$ cat config.mk
export PLATFORM = sky130hd
export DESIGN_NAME = present_sbox_layer_ctrl
export DESIGN_NICKNAME = d
export VERILOG_FILES = /design/src/rtl/present_masked_pkg.sv /design/src/rtl/present_token_pipe.sv /design/src/rtl/present_sbox_layer_ctrl.sv
export SDC_FILE = /design/constraint.sdc
export NUM_CORES = 1
export LEC_CHECK = 0
export BUFFER_PORTS_ARGS = -buffer_cell sky130_fd_sc_hd__buf_2
export CORE_UTILIZATION = 58
export DETAILED_ROUTE_END_ITERATION = 10
export PLACE_DENSITY = 0.86
export SETUP_SLACK_MARGIN = 0.1
export SLEW_MARGIN = 15
export SYNTH_ARGS = -nofsm -noshare
export SYNTH_HDL_FRONTEND = slang
export SYNTH_SLANG_ARGS = --single-unit
$ cat constraint.sdc
create_clock -name clk -period 3.9 [get_ports clk]
set_input_delay 1.17 -clock clk [delete_from_list [all_inputs] [get_ports clk]]
set_output_delay 1.17 -clock clk [all_outputs]
set_load 0.005 [all_outputs]
$ cat src/rtl/present_masked_pkg.sv
// rtl/present_masked_pkg.sv - shared constants, FSM states and nibble helper for the masked PRESENT S-box layer
package present_masked_pkg;

  localparam int NIBBLES = 16;
  localparam int NIB_W   = 4;
  localparam int SHARE_W = NIBBLES * NIB_W;
  localparam int IDX_W   = 4;
  localparam int RND_W   = 8;

  localparam logic [IDX_W-1:0] LAST_IDX = IDX_W'(NIBBLES - 1);

  typedef enum logic [1:0] {
    ST_IDLE  = 2'd0,
    ST_FEED  = 2'd1,
    ST_DRAIN = 2'd2,
    ST_DONE  = 2'd3
  } state_e;

  // Pick nibble k out of a single share; never mixes shares.
  function automatic logic [NIB_W-1:0] get_nibble(input logic [SHARE_W-1:0] s,
                                                  input logic [IDX_W-1:0]   k);
    return s[k*NIB_W +: NIB_W];
  endfunction

endpackage

$ cat src/rtl/present_token_pipe.sv
// rtl/present_token_pipe.sv - valid + nibble index shift register tracking nibbles inside the S-box
module present_token_pipe
  import present_masked_pkg::*;
#(
  parameter int DEPTH = 3
) (
  input  logic             clk,
  input  logic             rst_n_i,
  input  logic             i_valid,
  input  logic [IDX_W-1:0] i_idx,
  output logic             o_valid,
  output logic [IDX_W-1:0] o_idx
);

  logic [DEPTH-1:0] r_valid;
  logic [IDX_W-1:0] r_idx [DEPTH];

  // Shift tokens one stage per cycle; bubbles carry index 0 so no stale index lingers.
  always_ff @(posedge clk or negedge rst_n_i) begin
    if (!rst_n_i) begin
      r_valid <= '0;
      for (int i = 0; i < DEPTH; i++) r_idx[i] <= '0;
    end else begin
      r_valid  <= {r_valid[DEPTH-2:0], i_valid};
      r_idx[0] <= i_valid ? i_idx : '0;
      for (int i = 1; i < DEPTH; i++) r_idx[i] <= r_idx[i-1];
    end
  end

  assign o_valid = r_valid[DEPTH-1];
  assign o_idx   = r_idx[DEPTH-1];

endmodule

$ cat src/rtl/present_sbox_layer_ctrl.sv
// rtl/present_sbox_layer_ctrl.sv - sequences 16 masked nibbles through an external 3-share PRESENT S-box
module present_sbox_layer_ctrl
  import present_masked_pkg::*;
#(
  parameter int SBOX_LAT = 3,
  parameter int R_DELAY  = 1
) (
  input  logic               clk,
  input  logic               rst_n_i,
  input  logic [SHARE_W-1:0] state1_i,
  input  logic [SHARE_W-1:0] state2_i,
  input  logic [SHARE_W-1:0] state3_i,
  input  logic               in_valid_i,
  output logic               in_ready_o,
  input  logic [RND_W-1:0]   rnd_i,
  input  logic               rnd_valid_i,
  output logic               rnd_ack_o,
  output logic [NIB_W-1:0]   sb_in1_o,
  output logic [NIB_W-1:0]   sb_in2_o,
  output logic [NIB_W-1:0]   sb_in3_o,
  output logic [RND_W-1:0]   sb_r_o,
  input  logic [NIB_W-1:0]   sb_out1_i,
  input  logic [NIB_W-1:0]   sb_out2_i,
  input  logic [NIB_W-1:0]   sb_out3_i,
  output logic [SHARE_W-1:0] state1_o,
  output logic [SHARE_W-1:0] state2_o,
  output logic [SHARE_W-1:0] state3_o,
  output logic               out_valid_o,
  input  logic               out_ready_i,
  output logic               busy_o
);

  state_e             r_state;
  state_e             w_state_nxt;
  logic [IDX_W-1:0]   r_k;
  logic [SHARE_W-1:0] r_s1, r_s2, r_s3;
  logic [SHARE_W-1:0] r_o1, r_o2, r_o3;
  logic               w_feed;
  logic               w_accept;
  logic               w_tok_valid;
  logic [IDX_W-1:0]   w_tok_idx;

  // State register.
  always_ff @(posedge clk or negedge rst_n_i) begin
    if (!rst_n_i) r_state <= ST_IDLE;
    else          r_state <= w_state_nxt;
  end

  // Next state and handshake outputs; a nibble is fed only when randomness is available.
  always_comb begin
    w_state_nxt = r_state;
    in_ready_o  = 1'b0;
    out_valid_o = 1'b0;
    busy_o      = 1'b1;
    w_feed      = 1'b0;
    w_accept    = 1'b0;
    case (r_state)
      ST_IDLE: begin
        in_ready_o = 1'b1;
        busy_o     = 1'b0;
        if (in_valid_i) begin
          w_accept    = 1'b1;
          w_state_nxt = ST_FEED;
        end
      end
      ST_FEED: begin
        if (rnd_valid_i) begin
          w_feed = 1'b1;
          if (r_k == LAST_IDX) w_state_nxt = ST_DRAIN;
        end
      end
      ST_DRAIN: begin
        if (w_tok_valid && (w_tok_idx == LAST_IDX)) w_state_nxt = ST_DONE;
      end
      ST_DONE: begin
        out_valid_o = 1'b1;
        if (out_ready_i) w_state_nxt = ST_IDLE;
      end
      default: w_state_nxt = ST_IDLE;
    endcase
  end

  // Latch the three input shares and step the feed index.
  always_ff @(posedge clk or negedge rst_n_i) begin
    if (!rst_n_i) begin
      r_s1 <= '0;
      r_s2 <= '0;
      r_s3 <= '0;
      r_k  <= '0;
    end else if (w_accept) begin
      r_s1 <= state1_i;
      r_s2 <= state2_i;
      r_s3 <= state3_i;
      r_k  <= '0;
    end else if (w_feed) begin
      r_k <= r_k + IDX_W'(1);
    end
  end

  // Shares go out only in a feed cycle, zero otherwise, so no share value is held stale.
  assign sb_in1_o  = w_feed ? get_nibble(r_s1, r_k) : '0;
  assign sb_in2_o  = w_feed ? get_nibble(r_s2, r_k) : '0;
  assign sb_in3_o  = w_feed ? get_nibble(r_s3, r_k) : '0;
  assign rnd_ack_o = w_feed;

  generate
    if (R_DELAY == 0) begin : g_rnd_direct
      assign sb_r_o = w_feed ? rnd_i : '0;
    end else begin : g_rnd_delay
      logic [RND_W-1:0] r_rnd [R_DELAY];

      // Delay the acknowledged word so it meets its nibble at the randomness stage.
      always_ff @(posedge clk or negedge rst_n_i) begin
        if (!rst_n_i) begin
          for (int i = 0; i < R_DELAY; i++) r_rnd[i] <= '0;
        end else begin
          r_rnd[0] <= w_feed ? rnd_i : '0;
          for (int i = 1; i < R_DELAY; i++) r_rnd[i] <= r_rnd[i-1];
        end
      end

      assign sb_r_o = r_rnd[R_DELAY-1];
    end
  endgenerate

  present_token_pipe #(
    .DEPTH (SBOX_LAT)
  ) u_token_pipe (
    .clk     (clk),
    .rst_n_i (rst_n_i),
    .i_valid (w_feed),
    .i_idx   (r_k),
    .o_valid (w_tok_valid),
    .o_idx   (w_tok_idx)
  );

  // Capture each result share into its own nibble slot when its token leaves the pipe.
  always_ff @(posedge clk or negedge rst_n_i) begin
    if (!rst_n_i) begin
      r_o1 <= '0;
      r_o2 <= '0;
      r_o3 <= '0;
    end else if (w_accept) begin
      r_o1 <= '0;
      r_o2 <= '0;
      r_o3 <= '0;
    end else if (w_tok_valid) begin
      r_o1[w_tok_idx*NIB_W +: NIB_W] <= sb_out1_i;
      r_o2[w_tok_idx*NIB_W +: NIB_W] <= sb_out2_i;
      r_o3[w_tok_idx*NIB_W +: NIB_W] <= sb_out3_i;
    end
  end

  assign state1_o = r_o1;
  assign state2_o = r_o2;
  assign state3_o = r_o3;

endmodule

==> results.md <==
- After filler insertion, the fill cell instance count of the layout stands at 2021.
- The count of placed standard cells in the final layout, fillers left out is 2496.
- Data on the critical path arrives at its endpoint at 2.51 ns.
- The delay of the slowest cell on the worst path is 0.67 ns.
- The Yosys step of the flow raised 0 warnings.
- The setup violation total in the final timing report is 0.
- The clock period minus worst slack is 3.68 ns.
- The required time of the critical path is 2.73 ns.
- The core region area is 29100 µm².
- The HPWL reported at the end of detailed placement is 35000 µm.
- At the end of the flow, the number of nets in the layout was 2306.
- The cell count after placement is 2422.
- Across the run, the number of max-cap violations was 0.
- The sum of negative setup slack is 0 ns.
- The number of ports placed on the die boundary is 433.
- The cell sitting at the root of the clock tree is a sky130_fd_sc_hd__clkbuf_16.
- Along the worst hold path, the cell count comes to 0.
- The floorplan step defined a die boundary enclosing 30600 µm².
- The worst setup path is captured at an output port.
- The switching share of power is 0.349.
- The placer congestion estimate is 0.914.
- The critical path launch point type is a register.
- The sequential share of the synthesized area is 0.595.
- The pre-antenna-repair detailed-routing pass consisted of 6 iterations.
- The most common library cell in the layout ignoring fill and taps is sky130_fd_sc_hd__nand2_1.
- By area the synthesized netlist is led by sky130_fd_sc_hd__dfrtp_1 60%, sky130_fd_sc_hd__nand2_1 15%, sky130_fd_sc_hd__a22o_1 7.2%, sky130_fd_sc_hd__mux2i_1 6.4%, sky130_fd_sc_hd__a22oi_1 2.1%.
- The number of buffers inserted for hold repair after clock tree synthesis is 0.
- Across every metal layer, demand over resource in global routing totals 0.341.
- The die is 175 µm wide.
- Measured against the total synthesized area, the mux share comes to 0.0646.
- The total overflow left after global routing is 0.
- The transition time at the pin with the least slew margin is 1.24 ns.
- The number of nets still failing antenna checks after routing is 0.
- The flow ran to the end, and the final reports show no timing, DRC or antenna violations.
- Yosys mapped the design onto 43 distinct sky130hd cell types.
- The maximum level of the CTS H-tree is 2.
- The total via count after detailed routing is 14900.
- Setup repair after global routing left no endpoint under its margin.
- The sequential fraction of design power is 0.419.
- The highest attainable clock frequency is 0.271 GHz.
- The routed wire length is 52500 µm.
- The initial utilization of the core area, before any placement, comes to 0.597.
- The chip height is 175 µm.
- The share of total power dissipated in combinational logic is 0.293.
- Summed over all cells, the static leakage comes to 11.7 nW.
- For this run, design rule violations remaining after detail routing come to 0.
- The library cell occupying the most area in the post-synthesis netlist is sky130_fd_sc_hd__dfrtp_1.
- The critical path goes through nor2b_2 > buf_12 > a22oi_1 > nand2_1 > o22ai_1 > buf_2.
- IR analysis of the VDD net gives a maximum drop of 0.471 mV.
- In the final routed layout, each cell accounts on average for 21.1 µm.
- The number of buffers inserted by port buffering is 432.
- Of the available clock period, the critical path in the final layout requires 0.944.
- The setup path with the least slack is of type register to output port.
- The TritonCTS clock tree is built.
- After clock tree synthesis, the clock-pin slew on the worst setup and hold paths is 0.06 ns.
- The clock arrives with 0.00739 ns of skew.
- The mean instance size in the synthesized netlist is 10.2 µm².
- The clock latency at the later pin of the worst-skew pair is 0.52 ns.
- The ratio of cells with drive above 1 in the final layout is 0.262.
- The via count of the first global-routing pass was 14900.
- The synthesized instance count is 1710.
- The hold violation count in the final report is 0.
- Of the total synthesized cell area, the portion taken by XOR and XNOR cells is 0.00245.
- The tightest slew margin relative to the limit is 0.176.
- CTS saw 413 sinks.
- The area growth from synthesis to final layout is 22.4%.
- The total power per unit cell area is 677 nW/µm².
- The library cells used most frequently in the layout, excluding fill and tap cells, are 670 x sky130_fd_sc_hd__nand2_1, 431 x sky130_fd_sc_hd__buf_2, 412 x sky130_fd_sc_hd__dfrtp_1.
- The path class of the tightest hold or removal check is register to register.
- The net count of the mapped netlist is 1935.
- Of the total power, the clock network draws 0.288.
- Using the TritonRoute via totals, the vias-per-cell ratio works out to 5.98.
- The switching power total is 5.02 mW.
- In this run, CTS created clock tree buffers numbering 41.
- The share of synthesized area in the top cell type comes to 0.595.
- The standard cell with the maximum stage delay on the critical path is sky130_fd_sc_hd__nor2b_2.
- The first global-routing pass estimated 81200 µm of wire.
- The adder and majority gate portion of the synthesized area is 0.00576.
- Of all nets on the critical path, the largest fanout is 14.
- By area, the combinational part of the netlist is dominated by simple AND/OR/NAND/NOR gates.
- In this run, the number of DRC markers left after iteration 0 of detailed routing was 1455.
- The initial antenna violation count is 5.
- Counting cells, the worst reg-to-reg path comes to 6.
- The cell internal power dissipation is 9.38 mW.
- Entering global routing, the biggest net connects 143 pins.
- The number of core rows is 62.
- Synthesis inferred 413 register bits.
- The fraction of the mapped netlist area in simple logic gates is 0.178.
- Summing all multi-input logic gate instances after layout gives 6470 µm².
- The count of pins over their slew limit came to 0.
- The register cell area after layout is 10300 µm².
- The clock passes through at most 3 buffers.
- The fraction of the mapped netlist area in compound gates was 0.119.
- The post-synthesis cell area is 17400 µm².
layout make-up:
type	count	area share
Multi-Input combinational cell	1154	0.304
Tap cell	384	0.0226
Timing Repair Buffer	462	0.119
Antenna cell	2	0.000235
Sequential cell	413	0.486
Clock inverter	13	0.00942
Clock buffer	59	0.0571
Inverter	9	0.00159
synth_stat cells, drive strengths merged:
| master | n |
|---|---|
| a2111oi | 3 |
| a211oi | 4 |
| a21oi | 47 |
| a22o | 142 |
| a22oi | 49 |
| a41oi | 1 |
| and2 | 4 |
| and3 | 19 |
| and3b | 2 |
| and4b | 1 |
| buf | 63 |
| clkbuf | 71 |
| dfrtp | 413 |
| ha | 8 |
| inv | 9 |
| mux2 | 1 |
| mux2i | 111 |
| nand2 | 672 |
| nand2b | 6 |
| nand3 | 26 |
| nand3b | 3 |
| nand4 | 3 |
| nor2 | 16 |
| nor2b | 8 |
| nor3 | 2 |
| nor4 | 4 |
| o211ai | 2 |
| o21ai | 1 |
| o221ai | 1 |
| o22ai | 12 |
| or4 | 2 |
| xnor2 | 1 |
| xor2 | 3 |
routing by layer:
layer  part of all wire  global-route usage  vias up  wire length [µm]
met1               0.37               0.426     7319             19500
met5            0.00093                   0        -                49
met4              0.049               0.164        8              2560
met3              0.085              0.0644      198              4480
li1                   -                   -     6482                 -
met2               0.49               0.573      908             25900
per-stage QoR:
step / setup slack [ns] / util / power, mW / area, µm² / hold WS [ns]
3_3_place_gp: 0.220 / 0.682 / 9.96 / 19800 / 0.338
3_5_place_dp: 0.206 / 0.682 / 10.2 / 19800 / 0.337
5_1_grt: 0.103 / 0.731 / 15.1 / 21300 / 0.355
2_1_floorplan: 0.680 / - / 8.69 / 17400 / 0.331
4_1_cts: 0.211 / 0.730 / 14.3 / 21200 / 0.351
6_report: 0.217 / 0.731 / 14.4 / 21300 / 0.348
registers in the layout (all words and copies together) (netlist names):
register / count
u_token_pipe.r_valid: 3
r_state: 2
sb_r_o: 8
r_s3: 64
u_token_pipe.o_idx: 4
state2_o: 64
r_s2: 64
r_s1: 64
state3_o: 64
state1_o: 64
u_token_pipe.r_idx: 8
r_k: 4
final timing paths:
| check | from | endpoint | slack [ns] |
|---|---|---|---|
| max in group asynchronous | rst_n_i | r_s3[16] | 2.36 |
| max reg2reg | u_token_pipe.o_idx[0] | state1_o[51] | 0.67 |
| min reg2reg | u_token_pipe.r_idx[7] | u_token_pipe.o_idx[3] | 0.35 |
| max | r_k[1] | sb_in1_o[3] | 0.22 |
| min | u_token_pipe.r_idx[7] | u_token_pipe.o_idx[3] | 0.35 |
| min in group asynchronous | rst_n_i | state3_o[7] | 0.67 |
power groups by stage:
stage	logic, mW	clock network (mW)	registers, mW
6_report	4.21	4.15	6.04
2_1_floorplan	2.91	0	5.78
3_5_place_dp	4.10	0	6.06
5_1_grt	4.62	4.34	6.13
4_1_cts	4.17	4.16	6.01
3_3_place_gp	3.96	0	6.00
logic make-up after synthesis:
family / after synthesis
AOI/OAI and AO/OA: 262
xor gates and xnor gates: 4
adders and majority gates: 8
buffers and inverters: 143
DFF: 413
muxes: 112
and+or+nand+nor: 768
timing repair:
action	4_1_cts	5_1_grt
buffers inserted	0	0
gates resized for setup	2	1
setup endpoints to repair	2	3
pin swaps	0	0
worst max-delay path: cells and delay by family (launching register included):
kind / cells / cell delay [ns]
flops: 1 / 0.48
buf+inv: 2 / 0.38
compound gates: 2 / 0.25
simple gates: 2 / 0.86
Note: power is estimated with default switching activity, not from simulation.
